File: src/rtl/sr_pulse_ctrl_pkg.sv
// Shared definitions for the SR latch pulse controller.
package sr_pulse_ctrl_pkg;

   // Controller states; encodings match the legacy header values.
   typedef enum logic [1:0] {
      IDLE    = 2'd0,
      PULSE_S = 2'd1,
      PULSE_R = 2'd2,
      HOLD    = 2'd3
   } ctrl_state_t;

endpackage

File: src/rtl/sr_pulse_ctrl_debounce_sync.sv
// Two-flop synchronizer plus counter debouncer for one raw push-button.
module debounce_sync #(
   parameter int unsigned DEBOUNCE_CYCLES = 4,
   parameter int unsigned CNT_W           = 8
) (
   input  logic clk,
   input  logic reset,
   input  logic btn_raw,
   output logic level,
   output logic rise
);

   localparam logic [CNT_W-1:0] CNT_LAST = CNT_W'(DEBOUNCE_CYCLES - 1);

   logic             sync_a;
   logic             sync_b;
   logic [CNT_W-1:0] cnt;

   // Synchronize, then accept a new level only after it has persisted DEBOUNCE_CYCLES cycles.
   // rise is registered alongside level so it is high in the first cycle of the new high level.
   always_ff @(posedge clk) begin
      if (reset) begin
         sync_a <= 1'b0;
         sync_b <= 1'b0;
         level  <= 1'b0;
         rise   <= 1'b0;
         cnt    <= '0;
      end else begin
         sync_a <= btn_raw;
         sync_b <= sync_a;
         rise   <= 1'b0;
         if (sync_b == level) begin
            cnt <= '0;
         end else if (cnt == CNT_LAST) begin
            level <= sync_b;
            rise  <= sync_b;
            cnt   <= '0;
         end else begin
            cnt <= cnt + 1'b1;
         end
      end
   end

endmodule

File: src/rtl/sr_pulse_ctrl.sv
// Drives mutually exclusive fixed-width S/R pulses into a NOR SR latch from two
// debounced buttons, and flags a sticky error when latch Q disagrees after a pulse.
module sr_pulse_ctrl
   import sr_pulse_ctrl_pkg::*;
#(
   parameter int unsigned DEBOUNCE_CYCLES = 4,
   parameter int unsigned PULSE_CYCLES    = 2,
   parameter int unsigned HOLDOFF_CYCLES  = 2,
   parameter int unsigned CNT_W           = 8
) (
   input  logic clk,
   input  logic reset,
   input  logic set_btn,
   input  logic reset_btn,
   input  logic q_fb,
   output logic S,
   output logic R,
   output logic busy,
   output logic conflict,
   output logic err
);

   localparam logic [CNT_W-1:0] PULSE_LAST = CNT_W'(PULSE_CYCLES - 1);
   localparam logic [CNT_W-1:0] HOLD_LAST  = CNT_W'(HOLDOFF_CYCLES - 1);

   ctrl_state_t      state;
   logic [CNT_W-1:0] cnt;
   logic             expected_q;
   logic             set_level;
   logic             set_rise;
   logic             reset_level;
   logic             reset_rise;
   logic             set_req;
   logic             reset_req;

   debounce_sync #(
      .DEBOUNCE_CYCLES (DEBOUNCE_CYCLES),
      .CNT_W           (CNT_W)
   ) u_set_db (
      .clk     (clk),
      .reset   (reset),
      .btn_raw (set_btn),
      .level   (set_level),
      .rise    (set_rise)
   );

   debounce_sync #(
      .DEBOUNCE_CYCLES (DEBOUNCE_CYCLES),
      .CNT_W           (CNT_W)
   ) u_reset_db (
      .clk     (clk),
      .reset   (reset),
      .btn_raw (reset_btn),
      .level   (reset_level),
      .rise    (reset_rise)
   );

   // rise always coincides with a high level; qualifying keeps requests tied to the debounced level.
   assign set_req   = set_rise & set_level;
   assign reset_req = reset_rise & reset_level;

   // Pulse sequencer: accept one request in IDLE, pulse, settle, then check latch Q.
   always_ff @(posedge clk) begin
      if (reset) begin
         state      <= IDLE;
         cnt        <= '0;
         expected_q <= 1'b0;
         S          <= 1'b0;
         R          <= 1'b0;
         busy       <= 1'b0;
         conflict   <= 1'b0;
         err        <= 1'b0;
      end else begin
         conflict <= 1'b0;
         case (state)
            IDLE: begin
               cnt <= '0;
               if (set_req && reset_req) begin
                  conflict <= 1'b1;
               end else if (set_req) begin
                  state      <= PULSE_S;
                  S          <= 1'b1;
                  busy       <= 1'b1;
                  expected_q <= 1'b1;
               end else if (reset_req) begin
                  state      <= PULSE_R;
                  R          <= 1'b1;
                  busy       <= 1'b1;
                  expected_q <= 1'b0;
               end
            end
            PULSE_S, PULSE_R: begin
               if (cnt == PULSE_LAST) begin
                  S     <= 1'b0;
                  R     <= 1'b0;
                  state <= HOLD;
                  cnt   <= '0;
               end else begin
                  cnt <= cnt + 1'b1;
               end
            end
            HOLD: begin
               if (cnt == HOLD_LAST) begin
                  state <= IDLE;
                  busy  <= 1'b0;
                  cnt   <= '0;
                  if (q_fb != expected_q) err <= 1'b1;
               end else begin
                  cnt <= cnt + 1'b1;
               end
            end
            default: state <= IDLE;
         endcase
      end
   end

endmodule
File: config.mk
export PLATFORM = sky130hd
export DESIGN_NAME = sr_pulse_ctrl
export DESIGN_NICKNAME = d
export VERILOG_FILES = /design/src/rtl/sr_pulse_ctrl_pkg.sv /design/src/rtl/sr_pulse_ctrl_debounce_sync.sv /design/src/rtl/sr_pulse_ctrl.sv
export SDC_FILE = /design/constraint.sdc
export NUM_CORES = 1
export LEC_CHECK = 0
export CAP_MARGIN = 20
export CORE_UTILIZATION = 30
export DETAILED_ROUTE_END_ITERATION = 16
export GPL_TIMING_DRIVEN = 0
export PLACE_DENSITY = 0.48
export SKIP_LAST_GASP = 1
export SLEW_MARGIN = 0
export SYNTH_ARGS = -nofsm -noshare
export SYNTH_HDL_FRONTEND = slang
export SYNTH_HIERARCHICAL = 1
export SYNTH_SLANG_ARGS = --single-unit
File: constraint.sdc
create_clock -name clk -period 4.44 [get_ports clk]
set_clock_uncertainty 0.15 [all_clocks]
set_input_delay 0.666 -clock clk [delete_from_list [all_inputs] [get_ports clk]]
set_output_delay 0.666 -clock clk [all_outputs]
set_load 0.03 [all_outputs]
# Word level (Yosys, flattened, before mapping)
# Index checks and enable logic that the tools add are counted.
# word_totals
in_bits,5
ramBits,0
out_inout_bits,5
n_memories,0
mem_bits_ro,0
latchBits,0
word_cells,87
regBits,40
# classes
n_mul,0
magnitude_cmp,0
reduce_logical,20
eq_ne,16
div,0
add_sub_neg,3
mux,22
bitwise_logic,8
shifts,0
# ops
cell,count
adder 8 x 1 -> 8 bit (second input constant),3
== test 8 x 2 -> 1 bit (second input constant),2
case mux 8 bit (2 select lines),1
OR reduction 3 bit,5
!= test 2 bit (second input constant),6
AND reduction 4 bit,3
two-way mux 1 bit,11
two-way mux 2 bit,5
== test 8 x 1 -> 1 bit (second input constant),1
two-way mux 8 bit,1
NOT 1 bit,6
case mux 1 bit (2 select lines),3
case mux 2 bit (3 select lines),1
AND reduction 3 bit,2
nonzero test 2 bit,3
AND reduction 5 bit,1
== test 2 bit (second input constant),2
AND reduction 2 bit,2
OR reduction 2 bit,2
!= test 3 bit (second input constant),1
AND 1 bit,2
== test 1 bit,2
== test 2 x 1 -> 1 bit (second input constant),1
logical NOT 2 bit,1
other kinds (2),2

# Logic depth before layout (Yosys ltp)
# depth
depth_word,5
depth_mapped,7
mapped_depth_nobuf,7

# Hierarchy
# Netlist, hierarchy kept.
# by_module_without_submodules
mod,instances,seq_area_each_um2,cells_per_inst,area_per_inst_um2
debounce_sync,2,240.2,51,493.0
sr_pulse_ctrl,1,320.3,94,830.8

# Worst setup path after synthesis
# OpenSTA, ideal clock, no wires.
# synth_timing
path_kind,register -> register
startpoint,reg u_set_db.level
endpoint,reg state[0]
synth_period_minus_slack_ps,1679
path_buffers,0
arrival_time_ps,1442
stages_incl_launch_ff,7
setup_ps,87
path_slack_ps,2761
required_time_ps,4203
path_cell_list,dfxtp_1 -> nand2_1 -> inv_1 -> ha_1 -> o21a_1 -> or4_1 -> o31ai_1
# synth_via
elab_chain_len,4
elab_cells_between_ends,8
classes_between,eq/ne (2); mux (3); bitwise (1); reduce/logical (2)
# synth_lines
item,line,text
from (decl),sr_pulse_ctrl_debounce_sync.sv:9,"output logic level,"
from (signal assigned),sr_pulse_ctrl_debounce_sync.sv:35,level <= sync_b;
AND 1 bit *,sr_pulse_ctrl.sv:59,assign set_req = set_rise & set_level;
named net set_req,sr_pulse_ctrl.sv:33,logic set_req;
two-way mux 2 bit or logical AND 1 bit (tied branches),"sr_pulse_ctrl.sv:80, sr_pulse_ctrl.sv:78",
two-way mux 2 bit or != test 2 bit (tied branches),n/a,
case mux 2 bit (3 select lines) or AND reduction 4 bit (tied branches),n/a,
to (signal assigned),sr_pulse_ctrl.sv:65,state <= IDLE;
to (signal assigned),sr_pulse_ctrl.sv:81,state <= PULSE_S;
to (signal assigned),sr_pulse_ctrl.sv:86,state <= PULSE_R;
to (decl),sr_pulse_ctrl.sv:26,ctrl_state_t state;
# The timed path passes the listed nets; every way through them passes the cells marked *. The select of a mux whose other input is x is not followed.
# A chain may end at the register's enable or synchronous reset.

==> results.md <==
- In this run the critical register-to-register path is launched from u_set_db/level.
- The maximum frequency from static timing analysis is around 0.46 GHz.
- The count of buffers from port buffering is 9.
- The fraction of final layout cells sized beyond drive strength 1 is 8.92%.
- Summed over all nets, the half-perimeter wirelength after detailed placement is 2.14 mm.
- In the routed layout, each cell is associated on average with a via count of 4.77.
- Setup violations remaining at the end of the flow were counted as 0.
- Across the whole layout, storage elements account for 801 um2.
- The flow ran to the end, and the final reports show no timing, DRC or antenna violations.
- The number of fill cells in the layout is 586.
- The sequential cell area fraction in the yosys report is 44.1%.
- Hold is met by 0.293 ns.
- The number of antenna violations at the first check in global routing is 0.
- Clock-pin slew was measured on the worst setup and hold paths at 0.08 ns.
- The number of buffers added by the clock tree synthesis step is 5.
- Setup slack on the worst reg-to-reg path comes out at approximately 2.6 ns.
- The floorplan die width is 79.8 um.
- The startpoint-to-endpoint class of the critical path is in -> reg.
- The H-tree generated during clock tree synthesis spans 2 levels.
- TritonCTS built the clock tree.
- Entering global routing, the biggest net connects 14 pins.
- The biggest area contributor in the post-synthesis netlist is dfxtp_1.
- The layer flagged by global routing as most heavily used is met2.
- The antenna diode count is 0.
- The number of global-route vias before repair is approximately 1200.
- The number of synthesized register bits is 40.
- After detailed routing, the number of remaining DRC violations is 0.
- For this run, global-route usage on met3 was measured as 2.86%.
- Ranked by total cell area, the synthesized netlist is headed by dfxtp_1, ha_1, nor2_1.
- For this design, the CTS-stage hold fixing added 0 buffers.
- The top-level I/O count is 10.
- For the pin with the worst max-slew slack, the measured transition is 0.478 ns.
- The launching element type of the critical path is a primary input.
- Across the VDD grid, the largest voltage drop is approximately 0.00020 V.
- The final hold violation count is 0.
- Counting every instance in the synthesized netlist gives 196.
- The static leakage is around 0.00077 uW.
- The standard-cell row count is 27.
- The hold path depth is 1.
- The number of synthesized flops with an enable pin is 0.
- Summing internal, switching and leakage power gives roughly 780 uW.
- The total wire length after detailed routing is between 3 and 4 mm.
- Measured in cells, the most critical reg-to-reg path has a length of 6.
- The detail-routed net length per standard cell is 10.9 um.
- The effective utilization at floorplan is between 30% and 40%.
- The worst endpoint required time is 4.49 ns.
- For this run, the number of Yosys warnings is 6.
- The area growth from synthesis to layout is 15.8%.
- The clock period could shrink to 2.20 ns.
- The number of nets handed over by synthesis was 210.
- Post-CTS repair changed the size of 0 cells.
- The worst hold path begins at u_reset_db/sync_a.
- The final critical path takes up 49.5% of the cycle.
- In this run the tightest slew margin relative to its limit is roughly two thirds.
- The multi-input combinational cells in the finished layout cover a total of 961 um2.
- Dividing total power by cell area gives a power density of 372 nW/um2.
- Buffers added to address setup during post-CTS repair amount to 0.
- Among all cell types in the netlist, the one instantiated most often is dfxtp_1.
- The final cell count without fillers is 285.
- The clock latency on the worst-skew pair is 0.28 ns.
- The async set or reset register ratio after synthesis is 0%.
- At the end of the flow, the number of nets in the layout was between 200 and 250.
- The critical path endpoint category is a flip-flop.
- The tool flagged a number of max-cap violations equal to 0.
- The area of the mapped netlist is 1820 um2.
- For this run, the total global-route usage over all layers was measured as around 11%.
- In this run, the number of DRC markers left after iteration 0 of detailed routing was 35.
- The leftover overflow at the end of global routing is 0.
- In the synthesized netlist, the cells that appear most often are dfxtp_1, nor2_1, nand3_1, nand2_1.
- The sink count of the clock tree is 40.
- The area fraction of the dominant cell type after synthesis is between 40% and 50%.
- The floorplan step set the die height to 79.8 um.
- The first global-routing pass estimated ~5.5 mm of wire.
- The global placer's final weighted congestion is 0.719.
- The cell chosen for the clock root is clkbuf_8.
- The primary flip-flop cell chosen by synthesis mapping is dfxtp_1.
- The worst setup timing slack at the placement stage is 1.95 ns.
- The placeable core region is 5680 um2.
- The detailed router placed 1359 vias in this run.
- The hold-critical path endpoint is u_reset_db/sync_b.
- The sum of negative setup slack is 0 ns.
- The worst register-to-register path ends at state[0].
- The worst path meets setup with 2.24 ns of slack.
- The total iterations of the first detailed-routing run is 4.
- The die covers between 6000 and 7000 um2.
- For this run, global-route usage on met1 was measured as between 10% and 20%.
- Of all nets on the critical path, the largest fanout is 13.
- The distinct cell type count after synthesis is 36.
- The average cell area after synthesis is 9.27 um2.
- The worst endpoint data arrival time is 2.25 ns.
- The deepest clock path buffer count is 2.
- Setup repair after global routing left no endpoint under its margin.
- The classification of the worst-slack hold path is reg -> reg.
- The detail route stage leaves a number of antenna-violating nets equal to 0.
- The final count of pins violating max slew is 0.
- Global routing consumed, on the met2 layer, roughly 17% of the routing resources.
- The number of placed instances with taps included is 277.
[worst max-delay path by stage]
stage	from	to	slack, ns	cells past startpoint
after floorplan	u_set_db/level	state[0]	2.76	6
after global placement	reset	state[1]	1.92	4
after detailed placement	reset	state[1]	1.95	4
after CTS	reset	state[1]	2.24	4
after global routing	reset	state[1]	2.19	4
final	reset	state[1]	2.24	4
[flip-flops by register name, indices dropped and copies added, names as in the netlist, 2 cells and up]
register / count
cnt: 8
state: 2
u_set_db/cnt: 8
u_reset_db/cnt: 8
[cells in the final DEF (no fill, tap or decap), types with 2 or more instances in the layout]
master            n
o211ai_4          2
nand3_1          16
and3_1            3
mux2i_1           2
or3_1             5
o31ai_1           4
clkdlybuf4s50_1   9
nor2b_1           5
clkbuf_1          2
nor4b_1           2
or4b_4            2
a21oi_1          11
clkbuf_8          5
nor3_1            3
or3_2             2
dfxtp_1          40
or4_1             4
xor2_1            8
nand2_1          12
and4_1            3
xnor2_1           7
inv_1            11
ha_1              9
nor2_1           23
o21ai_0           8
[layer usage]
layer | wire, um | part of all wire [%]
met1 | 1640 | 53
met2 | 1360 | 44
met3 | 79 | 2.5
met5 | 0 | 0
met4 | 34 | 1.1
[cells by family (layout without fill, tap and decap cells)]
kind of cell	after synthesis	in the layout	synth area share, %
XOR/XNOR	15	15	7.23
multiplexers	2	2	1.10
buffers and inverters	14	31	3.03
AO/OA/AOI/OAI	31	31	11.9
flip-flops	40	40	44.1
AND/OR/NAND/NOR	85	85	26.4
adder cells (fa/ha/maj)	9	9	6.20
[worst max-delay path, cell delays in order]
cell and delay [ns]:
clkdlybuf4s50_1 0.65, buf_2 0.31, or4_1 0.54, o31ai_1 0.08
[stage by stage]
| step | util [%] | instance area (um2) |
|---|---|---|
| finish | 37.1 | 2100 |
| global route | 37.1 | 2100 |
| CTS | 37.1 | 2100 |
| detailed placement | 35.2 | 2000 |
| global placement | 35.2 | 2000 |
| floorplan | - | 1820 |
[power by group]
group	total (uW)	internal, uW	switching [uW]
clock	294	167	127
combinational	109	46.6	62.2
sequential	381	371	10.1
total	784	585	199
[layout make-up]
| cell class | instances | share of cell area (%) |
|---|---|---|
| buffer | 3 | 0.654 |
| clock buffer | 6 | 3.45 |
| clock inverter | 2 | 1.66 |
| inverter | 11 | 1.96 |
| multi-input combinational | 142 | 45.7 |
| sequential | 40 | 38.0 |
| tap | 72 | 4.28 |
| timing repair buffer | 9 | 4.28 |
Note: power is estimated with default switching activity, not from simulation.
